$ cat src/rtl/mode_ctrl_if.sv
// mode_ctrl_if: button pulses in, display/odometer control outputs back
interface mode_ctrl_if;
    logic        nTrip_pulse;
    logic        nMode_pulse;
    logic [1:0]  mode;
    logic        trip_clr;
    logic        setup;
    logic [1:0]  digit_sel;
    logic [15:0] edit_bcd;
    logic [15:0] circ_bcd;

    modport master (
        output nTrip_pulse, nMode_pulse,
        input  mode, trip_clr, setup, digit_sel, edit_bcd, circ_bcd
    );

    modport slave (
        input  nTrip_pulse, nMode_pulse,
        output mode, trip_clr, setup, digit_sel, edit_bcd, circ_bcd
    );
endinterface

$ cat src/rtl/mode_ctrl.sv
// mode_ctrl: decodes trip/mode/combined presses into display mode, trip clear and circumference setup
module mode_ctrl #(
    parameter int          SETUP_TIMEOUT = 5000,
    parameter logic [15:0] DEFAULT_CIRC  = 16'h2136
) (
    input logic        clock,
    input logic        Rst,
    mode_ctrl_if.slave bus
);
    localparam int            CW   = $clog2(SETUP_TIMEOUT);
    localparam logic [CW-1:0] LAST = CW'(SETUP_TIMEOUT - 1);

    typedef enum logic {NORMAL, SETUP} state_t;

    state_t        r_state;
    logic [1:0]    r_prev;
    logic [CW-1:0] r_cnt;
    logic [1:0]    r_mode;
    logic          r_trip_clr;
    logic [1:0]    r_digit;
    logic [15:0]   r_edit;
    logic [15:0]   r_circ;

    logic [1:0] w_cur;
    logic       w_evt;
    logic       w_trip;
    logic       w_mode;
    logic       w_both;
    logic [3:0] w_shift;
    logic [3:0] w_dig;
    logic [3:0] w_dig_inc;

    assign w_cur     = {bus.nTrip_pulse, bus.nMode_pulse};
    assign w_evt     = (w_cur != 2'b11) && (r_prev == 2'b11);
    assign w_trip    = w_evt && (w_cur == 2'b01);
    assign w_mode    = w_evt && (w_cur == 2'b10);
    assign w_both    = w_evt && (w_cur == 2'b00);
    // digit 0 is the most significant nibble, so the bit offset is 4*(3-digit)
    assign w_shift   = {~r_digit, 2'b00};
    assign w_dig     = r_edit[w_shift +: 4];
    assign w_dig_inc = (w_dig == 4'd9) ? 4'd0 : w_dig + 4'd1;

    assign bus.mode      = r_mode;
    assign bus.trip_clr  = r_trip_clr;
    assign bus.setup     = (r_state == SETUP);
    assign bus.digit_sel = r_digit;
    assign bus.edit_bcd  = r_edit;
    assign bus.circ_bcd  = r_circ;

    // edge-detect presses, then run the normal/setup state machine on each event
    always_ff @(posedge clock or posedge Rst) begin
        if (Rst) begin
            r_state    <= NORMAL;
            r_prev     <= 2'b11;
            r_cnt      <= '0;
            r_mode     <= 2'd0;
            r_trip_clr <= 1'b0;
            r_digit    <= 2'd0;
            r_edit     <= DEFAULT_CIRC;
            r_circ     <= DEFAULT_CIRC;
        end else begin
            r_prev     <= w_cur;
            r_trip_clr <= 1'b0;
            if (r_state == NORMAL) begin
                if (w_trip) r_trip_clr <= 1'b1;
                if (w_mode) r_mode <= r_mode + 2'd1;
                if (w_both) begin
                    r_state <= SETUP;
                    r_edit  <= r_circ;
                    r_digit <= 2'd0;
                    r_cnt   <= '0;
                end
            end else begin
                r_cnt <= (w_evt || r_cnt == LAST) ? '0 : r_cnt + 1'b1;
                if (w_trip) r_edit[w_shift +: 4] <= w_dig_inc;
                if (w_mode) r_digit <= r_digit + 2'd1;
                if (w_both) begin
                    r_circ  <= r_edit;
                    r_state <= NORMAL;
                end else if (!w_evt && r_cnt == LAST) begin
                    r_state <= NORMAL;
                    r_edit  <= r_circ;
                end
            end
        end
    end
endmodule

$ cat src/flat_wrapper.sv
// flat-port wrapper written by rule: the top's interface ports become plain ports
module mode_ctrl_flat 
#(
    parameter int          SETUP_TIMEOUT = 5000,
    parameter logic [15:0] DEFAULT_CIRC  = 16'h2136
)
  (clock, Rst, bus_nTrip_pulse, bus_nMode_pulse, bus_mode, bus_trip_clr, bus_setup, bus_digit_sel, bus_edit_bcd, bus_circ_bcd);
  mode_ctrl_if bus_i ();
  input logic clock;
  input logic Rst;
  input wire logic [$bits(bus_i.nTrip_pulse)-1:0] bus_nTrip_pulse;
  input wire logic [$bits(bus_i.nMode_pulse)-1:0] bus_nMode_pulse;
  output wire logic [$bits(bus_i.mode)-1:0] bus_mode;
  output wire logic [$bits(bus_i.trip_clr)-1:0] bus_trip_clr;
  output wire logic [$bits(bus_i.setup)-1:0] bus_setup;
  output wire logic [$bits(bus_i.digit_sel)-1:0] bus_digit_sel;
  output wire logic [$bits(bus_i.edit_bcd)-1:0] bus_edit_bcd;
  output wire logic [$bits(bus_i.circ_bcd)-1:0] bus_circ_bcd;
  assign bus_i.nTrip_pulse = bus_nTrip_pulse;
  assign bus_i.nMode_pulse = bus_nMode_pulse;
  assign bus_mode = bus_i.mode;
  assign bus_trip_clr = bus_i.trip_clr;
  assign bus_setup = bus_i.setup;
  assign bus_digit_sel = bus_i.digit_sel;
  assign bus_edit_bcd = bus_i.edit_bcd;
  assign bus_circ_bcd = bus_i.circ_bcd;
  mode_ctrl #(.SETUP_TIMEOUT(SETUP_TIMEOUT), .DEFAULT_CIRC(DEFAULT_CIRC)) u_core (.clock(clock), .Rst(Rst), .bus(bus_i));
endmodule
$ cat config.mk
export PLATFORM = sky130hd
export DESIGN_NAME = mode_ctrl_flat
export DESIGN_NICKNAME = d
export VERILOG_FILES = /design/src/rtl/mode_ctrl_if.sv /design/src/rtl/mode_ctrl.sv /design/src/flat_wrapper.sv
export SDC_FILE = /design/constraint.sdc
export NUM_CORES = 1
export LEC_CHECK = 0
export CAP_MARGIN = 40
export CELL_PAD_IN_SITES_DETAIL_PLACEMENT = 0
export CELL_PAD_IN_SITES_GLOBAL_PLACEMENT = 2
export CORE_MARGIN = 5
export CORE_UTILIZATION = 35
export CTS_BUF_LIST = sky130_fd_sc_hd__clkbuf_16
export CTS_CLUSTER_DIAMETER = 40
export DETAILED_ROUTE_END_ITERATION = 10
export MAX_ROUTING_LAYER = met4
export PLACE_DENSITY_LB_ADDON = 0.1
export SLEW_MARGIN = 5
export SYNTH_ARGS = -nofsm -noshare
export SYNTH_HDL_FRONTEND = slang
export SYNTH_SLANG_ARGS = --single-unit
export TNS_END_PERCENT = 20
$ cat constraint.sdc
create_clock -name clock -period 5.3 [get_ports clock]
set_input_delay 1.06 -clock clock [delete_from_list [all_inputs] [get_ports clock]]
set_output_delay 1.06 -clock clock [all_outputs]
set_load 0.01 [all_outputs]
==> reports/qor.txt, run 1 <==
==============================================================================
Unrepaired setup endpoints after global routing                          false
Cell Rows                                                                   32
Most common cell after layout, fill and taps aside                clkdlybuf4s50_1
Vias in the first global route                                            2157
Slowest stage delay, CP                                                 680 ps
Global routing met1 resource utilization                                 0.225
Post-route worst hold slack                                             468 ps
Starting density of the core                                             0.364
Detailed placer's ending HPWL                                          5220 um
Fraction of the mapped netlist area in simple logic gates                0.182
Cell-by-cell trace of the critical path                           clkdlybuf4s50_1, and2_1, or2_0, nand3_1, or3_1, o21ai_0
CP Buf/Inv Count                                                             1
XOR/XNOR Fraction of Synth Area                                         0.0185
Required time reported for the critical path endpoint                  5520 ps
Mux cell area share after synthesis                                     0.0986
Post-synthesis cell area                                              2840 um2
Via total after detailed routing                                          2195
Critical R2R Launch                                               u_core.bus.digit_sel[1]
Final hold vios                                                              0
Crit. path cell count                                                        6
CTS max path bufs                                                            2
Final weighted congestion in routability-driven placement                0.787
Count of pins on the block boundary                                         42
Largest family of logic cells by synthesized area                 simple AND/OR/NAND/NOR gates
Reg-to-reg critical path endpoint                                 u_core.bus.edit_bcd[3]
Floorplan die area                                                   10000 um2
Total placed instance area                                            3340 um2
Ys flop type                                                           dfrtp_1
Status                                                            finished, final reports clean
Synthesized-area fraction occupied by ao, oa, aoi and oai cells          0.156
Critical Path Slowest Stage Cell                                  clkdlybuf4s50_1
First-pass iteration count of the detailed router                            4
Number of enable flip-flop cells after synthesis                             0
Worst clock skew                                                       4.21 ps
Worst path arrival time                                                3360 ps
Adder and majority cell fraction of the synthesized area                0.0352
Antenna violations before repair                                             0
Die extent in y                                                         100 um
Global-route wire length before repair                                11800 um
Max-cap violation count                                                      0
Number of synthesized register bits                                         53
Global-route usage over all layers                                       0.151
Final setup violation count                                                  0
Synthesized Nets                                                           281
Maximum number of pins on one net before global-route repair                54
Routed wirelength normalized by instance count                         17.6 um
Setup CP Type                                                     input pin to flip-flop
Root cell of the clock tree                                          clkbuf_16
# clock sinks                                                               53
Cell count of the worst reg-to-reg path                                      8
Final Instance Count excl. Fillers                                         413
Number of buffers created by CTS                                             5
Max Clock Freq                                                         318 MHz
Hold buffers post-CTS                                                        0
Routed wire length                                                     7270 um
Yosys warning count                                                          0
Most Crowded Layer GR                                                     met1
Fraction of the cycle the final worst path needs                         0.594
Die X                                                                   100 um
Final-layout setup total negative slack                                   0 ps
Post-layout worst setup margin                                         2150 ps
IR Drop Worst-Case VDD                                                  246 uV
Average size of a mapped cell                                         10.6 um2
Number of setup buffers added after CTS                                      0
Core footprint                                                        7810 um2
Crit path time final                                                   3150 ps
Kind of start point of the critical path                             input pin
Number of filler cells placed in the layout                                769
Met2 global-route usage                                                  0.213
Proportion of synthesized chip area in sequential cells                  0.473
Crit path max-delay family                                        simple AND/OR/NAND/NOR gates
Pwr/cell area                                                       391 nW/um2
Transition time of the tightest slew-check pin                          844 ps
Critical path peak fanout                                                   13
Count of nets left with antenna violations after detail routing              0
Cell variety after synth                                                    52
Routing usage on met3                                                   0.0243
Setup slack after placement                                            1800 ps
Post-synthesis to final-layout area growth                               23.5%
Async set-or-reset flop fraction in the synthesized netlist               1.00
H-Tree Depth                                                                 2
Start point of the critical path                                  bus_nTrip_pulse
Number of nets in the layout                                               322
Critical Path Sink Type                                              flip-flop
Most frequent cells in the layout                                 41 x clkdlybuf4s50_1, 40 x nand2_1, 39 x dfrtp_1
Worst-case register-to-register setup slack                            2820 ps
Drt initial violations                                                     140
Global route overflow                                                        0
Max-slew violation count                                                     0
Class of the tightest hold or removal check                       flip-flop to flip-flop
Worst relative slew slack                                                0.432
Cell count after placement                                                 405
Instance count of the mapped netlist                                       269
Total leakage power                                                    1.45 nW
Clock slew at reported path FFs                                          70 ps
Clock insertion delay at the later pin of the skew report               290 ps
Total DRC errors in the routed layout                                        0
Count of buffers inserted at the top-level ports                            41
Ratio of cells with drive above 1 in the final layout                    0.180
# diodes                                                                     0
Critical path destination                                         u_core.r_cnt[11]
Post-CTS sizing                                                              0
Final Instance Area                                                   3510 um2
TritonCTS clock tree                                                     built
Vias per Instance                                                         5.31
==============================================================================
==> registers in the layout (all words and copies together) (netlist names) <==
signal / flops
u_core.bus.circ_bcd: 16
u_core.bus.mode: 2
u_core.bus.digit_sel: 2
u_core.bus.edit_bcd: 16
u_core.bus.trip_clr: 1
u_core.r_prev: 2
u_core.bus.setup: 1
u_core.r_cnt: 13
==> cells in the mapped netlist, drive strengths merged (2+ instances only) <==
cell type   n  share of area
nand2      40          0.053
dfrtp      39           0.34
o21ai      21          0.037
nand3      20          0.035
mux2       16          0.063
dfstp      14           0.13
inv        10          0.013
nor2        9          0.012
ha          8          0.035
buf         7          0.019
a22o        5          0.016
nand4       5          0.011
xor2        5          0.015
a21o        4          0.011
a21oi       4          0.011
a221o       4          0.015
a32oi       4          0.012
and2        4         0.0088
clkbuf      4         0.0053
mux4        4          0.032
nand2b      4         0.0088
nor3        4         0.0070
a32o        3          0.011
nor4        3         0.0066
a211oi      2         0.0053
a222oi      2         0.0070
and3        2         0.0044
nand3b      2         0.0053
nor2b       2         0.0044
nor3b       2         0.0070
or3         2         0.0044
==> area by class of cell <==
class / count / area (um2) / area share
multi-input cells: 195 / 1390 / 0.397
repair buffers: 45 / 442 / 0.126
flip-flops and latches: 53 / 1340 / 0.383
well taps: 102 / 128 / 0.0364
clock buffers: 5 / 125 / 0.0357
clock inverters: 3 / 41.3 / 0.0118
inverters: 10 / 37.5 / 0.0107
==> how the worst min path moves through the flow <==
stage                                        from                      end  slack, ps  cells after the start
after CTS                  u_core.bus.circ_bcd[5]   u_core.bus.edit_bcd[5]        470                      2
after floorplan           u_core.bus.circ_bcd[13]  u_core.bus.edit_bcd[13]        460                      2
after global placement    u_core.bus.circ_bcd[13]  u_core.bus.edit_bcd[13]        460                      2
final                     u_core.bus.circ_bcd[13]  u_core.bus.edit_bcd[13]        470                      2
after detailed placement   u_core.bus.circ_bcd[5]   u_core.bus.edit_bcd[5]        460                      2
after global routing           u_core.bus.mode[1]       u_core.bus.mode[1]        500                      1
==> per-layer routing <==
layer / wire length (um) / share of wire
met5: 0 / 0
met4: 72 / 0.0099
met3: 250 / 0.034
met2: 3160 / 0.43
met1: 3790 / 0.52
==> stage by stage <==
step,utilization,power (W)
global placement,0.425,0.00100
global route,0.450,0.00145
finish,0.450,0.00137
CTS,0.450,0.00139
floorplan,-,0.000830
detailed placement,0.428,0.00101
==> power by group <==
| part | switching (W) | leakage (nW) | internal [W] |
|---|---|---|---|
| Combinational | 0.000208 | 0.707 | 0.000212 |
| Sequential | 0.000106 | 0.667 | 0.000477 |
| Clock | 0.000147 | 0.0775 | 0.000221 |
==> worst min-delay path: stages (launching register included) <==
cell and delay [ps]:
dfstp_2 370, nand2_1 50, nand2_1 40
==> logic make-up after synthesis <==
kind of cell,Yosys count
buffers and inverters,21
AND/OR/NAND/NOR,103
multiplexers,21
adder cells (fa/ha/maj),8
XOR/XNOR,6
AO/OA/AOI/OAI,57
flip-flops,53
Note: power is estimated with default switching activity, not from simulation.
==> run 2: changes to the inputs <==
--- a/config.mk
+++ b/config.mk
@@ -9,7 +9,7 @@
 export CELL_PAD_IN_SITES_DETAIL_PLACEMENT = 0
 export CELL_PAD_IN_SITES_GLOBAL_PLACEMENT = 2
 export CORE_MARGIN = 5
-export CORE_UTILIZATION = 35
+export CORE_UTILIZATION = 31
 export CTS_BUF_LIST = sky130_fd_sc_hd__clkbuf_16
 export CTS_CLUSTER_DIAMETER = 40
 export DETAILED_ROUTE_END_ITERATION = 10
==> constraint.sdc (replaced) <==
create_clock -name clock -period 2.5 [get_ports clock]
set_input_delay 0.5 -clock clock [delete_from_list [all_inputs] [get_ports clock]]
set_output_delay 0.5 -clock clock [all_outputs]
set_load 0.01 [all_outputs]
==> run 2 against run 1 <==
Net effect:
- worst setup slack got worse by 1900 ps
- largest cell class unchanged
- first-iteration DRC count is 4.3% lower
- final area is 3.1% higher
- clock power grew 86%
- die area grew 12%
==> reports/qor.txt, run 2 (synthesized netlist as in run 1, its figures left out) <==
==============================================================================
Post-synthesis to final-layout area growth                               27.3%
Critical R2R Launch                                               u_core.bus.digit_sel[0]
Max Clock Freq                                                         444 MHz
Worst clock skew                                                       6.33 ps
CTS max path bufs                                                            2
Clock insertion delay at the later pin of the skew report               290 ps
Antenna violations before repair                                             0
Switching power total                                               0.000990 W
Hold buffers post-CTS                                                        0
End-of-flow core utilization                                             0.397
Worst relative slew slack                                                0.481
Max-slew violation count                                                     0
Number of setup buffers added after CTS                                      0
Detailed placer's ending HPWL                                          5590 um
Vias in the first global route                                            2291
Cell count of the worst reg-to-reg path                                      7
Final setup violation count                                                  0
Top metal layer carrying routed signals                                   met4
Maximum number of pins on one net before global-route repair                54
Count of nets left with antenna violations after detail routing              0
Worst-case register-to-register setup slack                             250 ps
H-Tree Depth                                                                 2
Sequential power share                                                   0.413
Number of nets in the layout                                               337
Final hold vios                                                              0
Crit path time final                                                   2250 ps
Post-CTS sizing                                                              0
Hold Path Cell Cnt                                                           2
Total leakage power                                                    1.52 nW
Most frequent cells in the layout                                 41 x clkdlybuf4s50_1, 40 x nand2_1, 39 x dfrtp_1
TritonCTS clock tree                                                     built
Global route overflow                                                        0
Post-route worst hold slack                                             463 ps
Routed wire length                                                     7540 um
# diodes                                                                     0
Vias per Instance                                                         5.17
Met1 wire length                                                       3900 um
Starting density of the core                                             0.312
Fraction of the cycle the final worst path needs                         0.901
Critical Path Sink Type                                              flip-flop
End point of the most critical hold path                          u_core.bus.edit_bcd[5]
Worst path arrival time                                                2480 ps
Class of the tightest hold or removal check                       flip-flop to flip-flop
Met3 wirelength from detailed routing                                   222 um
Critical Path Slowest Stage Cell                                        mux4_2
Global-route wire length before repair                                12500 um
Drt initial violations                                                     134
Global-route usage over all layers                                       0.144
Internal                                                             0.00187 W
First-pass iteration count of the detailed router                            4
Count of pins on the block boundary                                         42
Total DRC errors in the routed layout                                        0
Max-cap violation count                                                      0
Unrepaired setup endpoints after global routing                          false
Ratio of cells with drive above 1 in the final layout                    0.215
Number of buffers created by CTS                                             5
Core footprint                                                        9110 um2
Cell-by-cell trace of the critical path                           mux4_2, ha_1, inv_1, o21ai_0, mux2i_1, and2_0, a221o_1
Kind of start point of the critical path                             flip-flop
Required time reported for the critical path endpoint                  2730 ps
Setup CP Type                                                     flip-flop to flip-flop
Floorplan die area                                                   11200 um2
Switching part of the total power                                        0.346
Count of buffers inserted at the top-level ports                            41
Critical path peak fanout                                                    4
Pwr/cell area                                                       791 nW/um2
Cell Rows                                                                   35
Number of filler cells placed in the layout                                915
Worst Hold Launch                                                 u_core.bus.circ_bcd[5]
Slowest stage delay, CP                                                 590 ps
Root cell of the clock tree                                          clkbuf_16
Clock slew at reported path FFs                                          70 ps
Part of the power in combinational logic                                 0.349
Clock network fraction of design power                                   0.238
Final weighted congestion in routability-driven placement                0.778
Via total after detailed routing                                          2261
Routed length on met2                                                  3390 um
Routed wirelength normalized by instance count                         17.3 um
Reg-to-reg critical path endpoint                                 u_core.bus.edit_bcd[3]
Die extent in y                                                         106 um
# clock sinks                                                               53
Die X                                                                   106 um
Status                                                            finished, final reports clean
Most common cell after layout, fill and taps aside                clkdlybuf4s50_1
IR Drop Worst-Case VDD                                                  294 uV
Transition time of the tightest slew-check pin                          773 ps
==============================================================================
==> run 2: cell count changes in the layout (fill, tap and decap cells not counted), sizes merged <==
cell and delta:
buf +15, inv +2, clkinv -1, bufinv -1
==> run 2: final cells by class <==
class / instances / area (um2) / area share
clock buffers: 5 / 125 / 0.0346
clock inverters: 3 / 15.0 / 0.00415
inverters: 10 / 37.5 / 0.0104
multi-input cells: 195 / 1390 / 0.385
flip-flops and latches: 53 / 1340 / 0.371
well taps: 111 / 139 / 0.0384
repair buffers: 60 / 566 / 0.156
==> run 2: metal layers <==
layer | vias up | GRT usage
li1 | 1097 | -
met1 | 1113 | 0.212
met2 | 49 | 0.211
met3 | 2 | 0.0233
met4 | 0 | 0.0278
met5 | - | -
==> run 2: power by group through the flow <==
| stage | clock network, W | registers [W] | logic (W) |
|---|---|---|---|
| floorplan | 0 | 0.00120 | 0.000563 |
| global placement | 0 | 0.00120 | 0.00102 |
| detailed placement | 0 | 0.00120 | 0.00101 |
| CTS | 0.000702 | 0.00119 | 0.00101 |
| global route | 0.000738 | 0.00121 | 0.00110 |
| finish | 0.000683 | 0.00118 | 0.000998 |
==> run 2: worst max path at each step <==
stage               cells past startpoint                      end  slack [ps]                     from
finish                                  7   u_core.bus.edit_bcd[3]         250  u_core.bus.digit_sel[0]
global route                            6  u_core.bus.edit_bcd[14]         140          u_core.r_cnt[3]
CTS                                     7  u_core.bus.edit_bcd[14]         280          bus_nMode_pulse
detailed placement                      7  u_core.bus.edit_bcd[14]         -20          bus_nMode_pulse
global placement                        6   u_core.bus.edit_bcd[2]           8          bus_nTrip_pulse
floorplan                               9   u_core.bus.edit_bcd[3]         350  u_core.bus.digit_sel[1]
==> run 2: through the flow <==
step | TNS (ps) | std cells | area (um2) | worst slack (ps) | power (W)
global route | 0 | 437 | 3620 | 136 | 0.00305
detailed placement | -46.1 | 429 | 3480 | -22.3 | 0.00221
global placement | 0 | 429 | 3480 | 7.52 | 0.00222
finish | 0 | 437 | 3620 | 248 | 0.00286
CTS | 0 | 437 | 3620 | 283 | 0.00290
floorplan | 0 | 269 | 2840 | 350 | 0.00176
==> run 2: critical path: cells and delay by family (launching register included) <==
family / cells / cell delay (ps)
muxes: 2 / 1000
DFF: 1 / 480
adders and majority gates: 1 / 220
AOI/OAI and AO/OA: 2 / 200
and+or+nand+nor: 1 / 200
buffers and inverters: 1 / 80
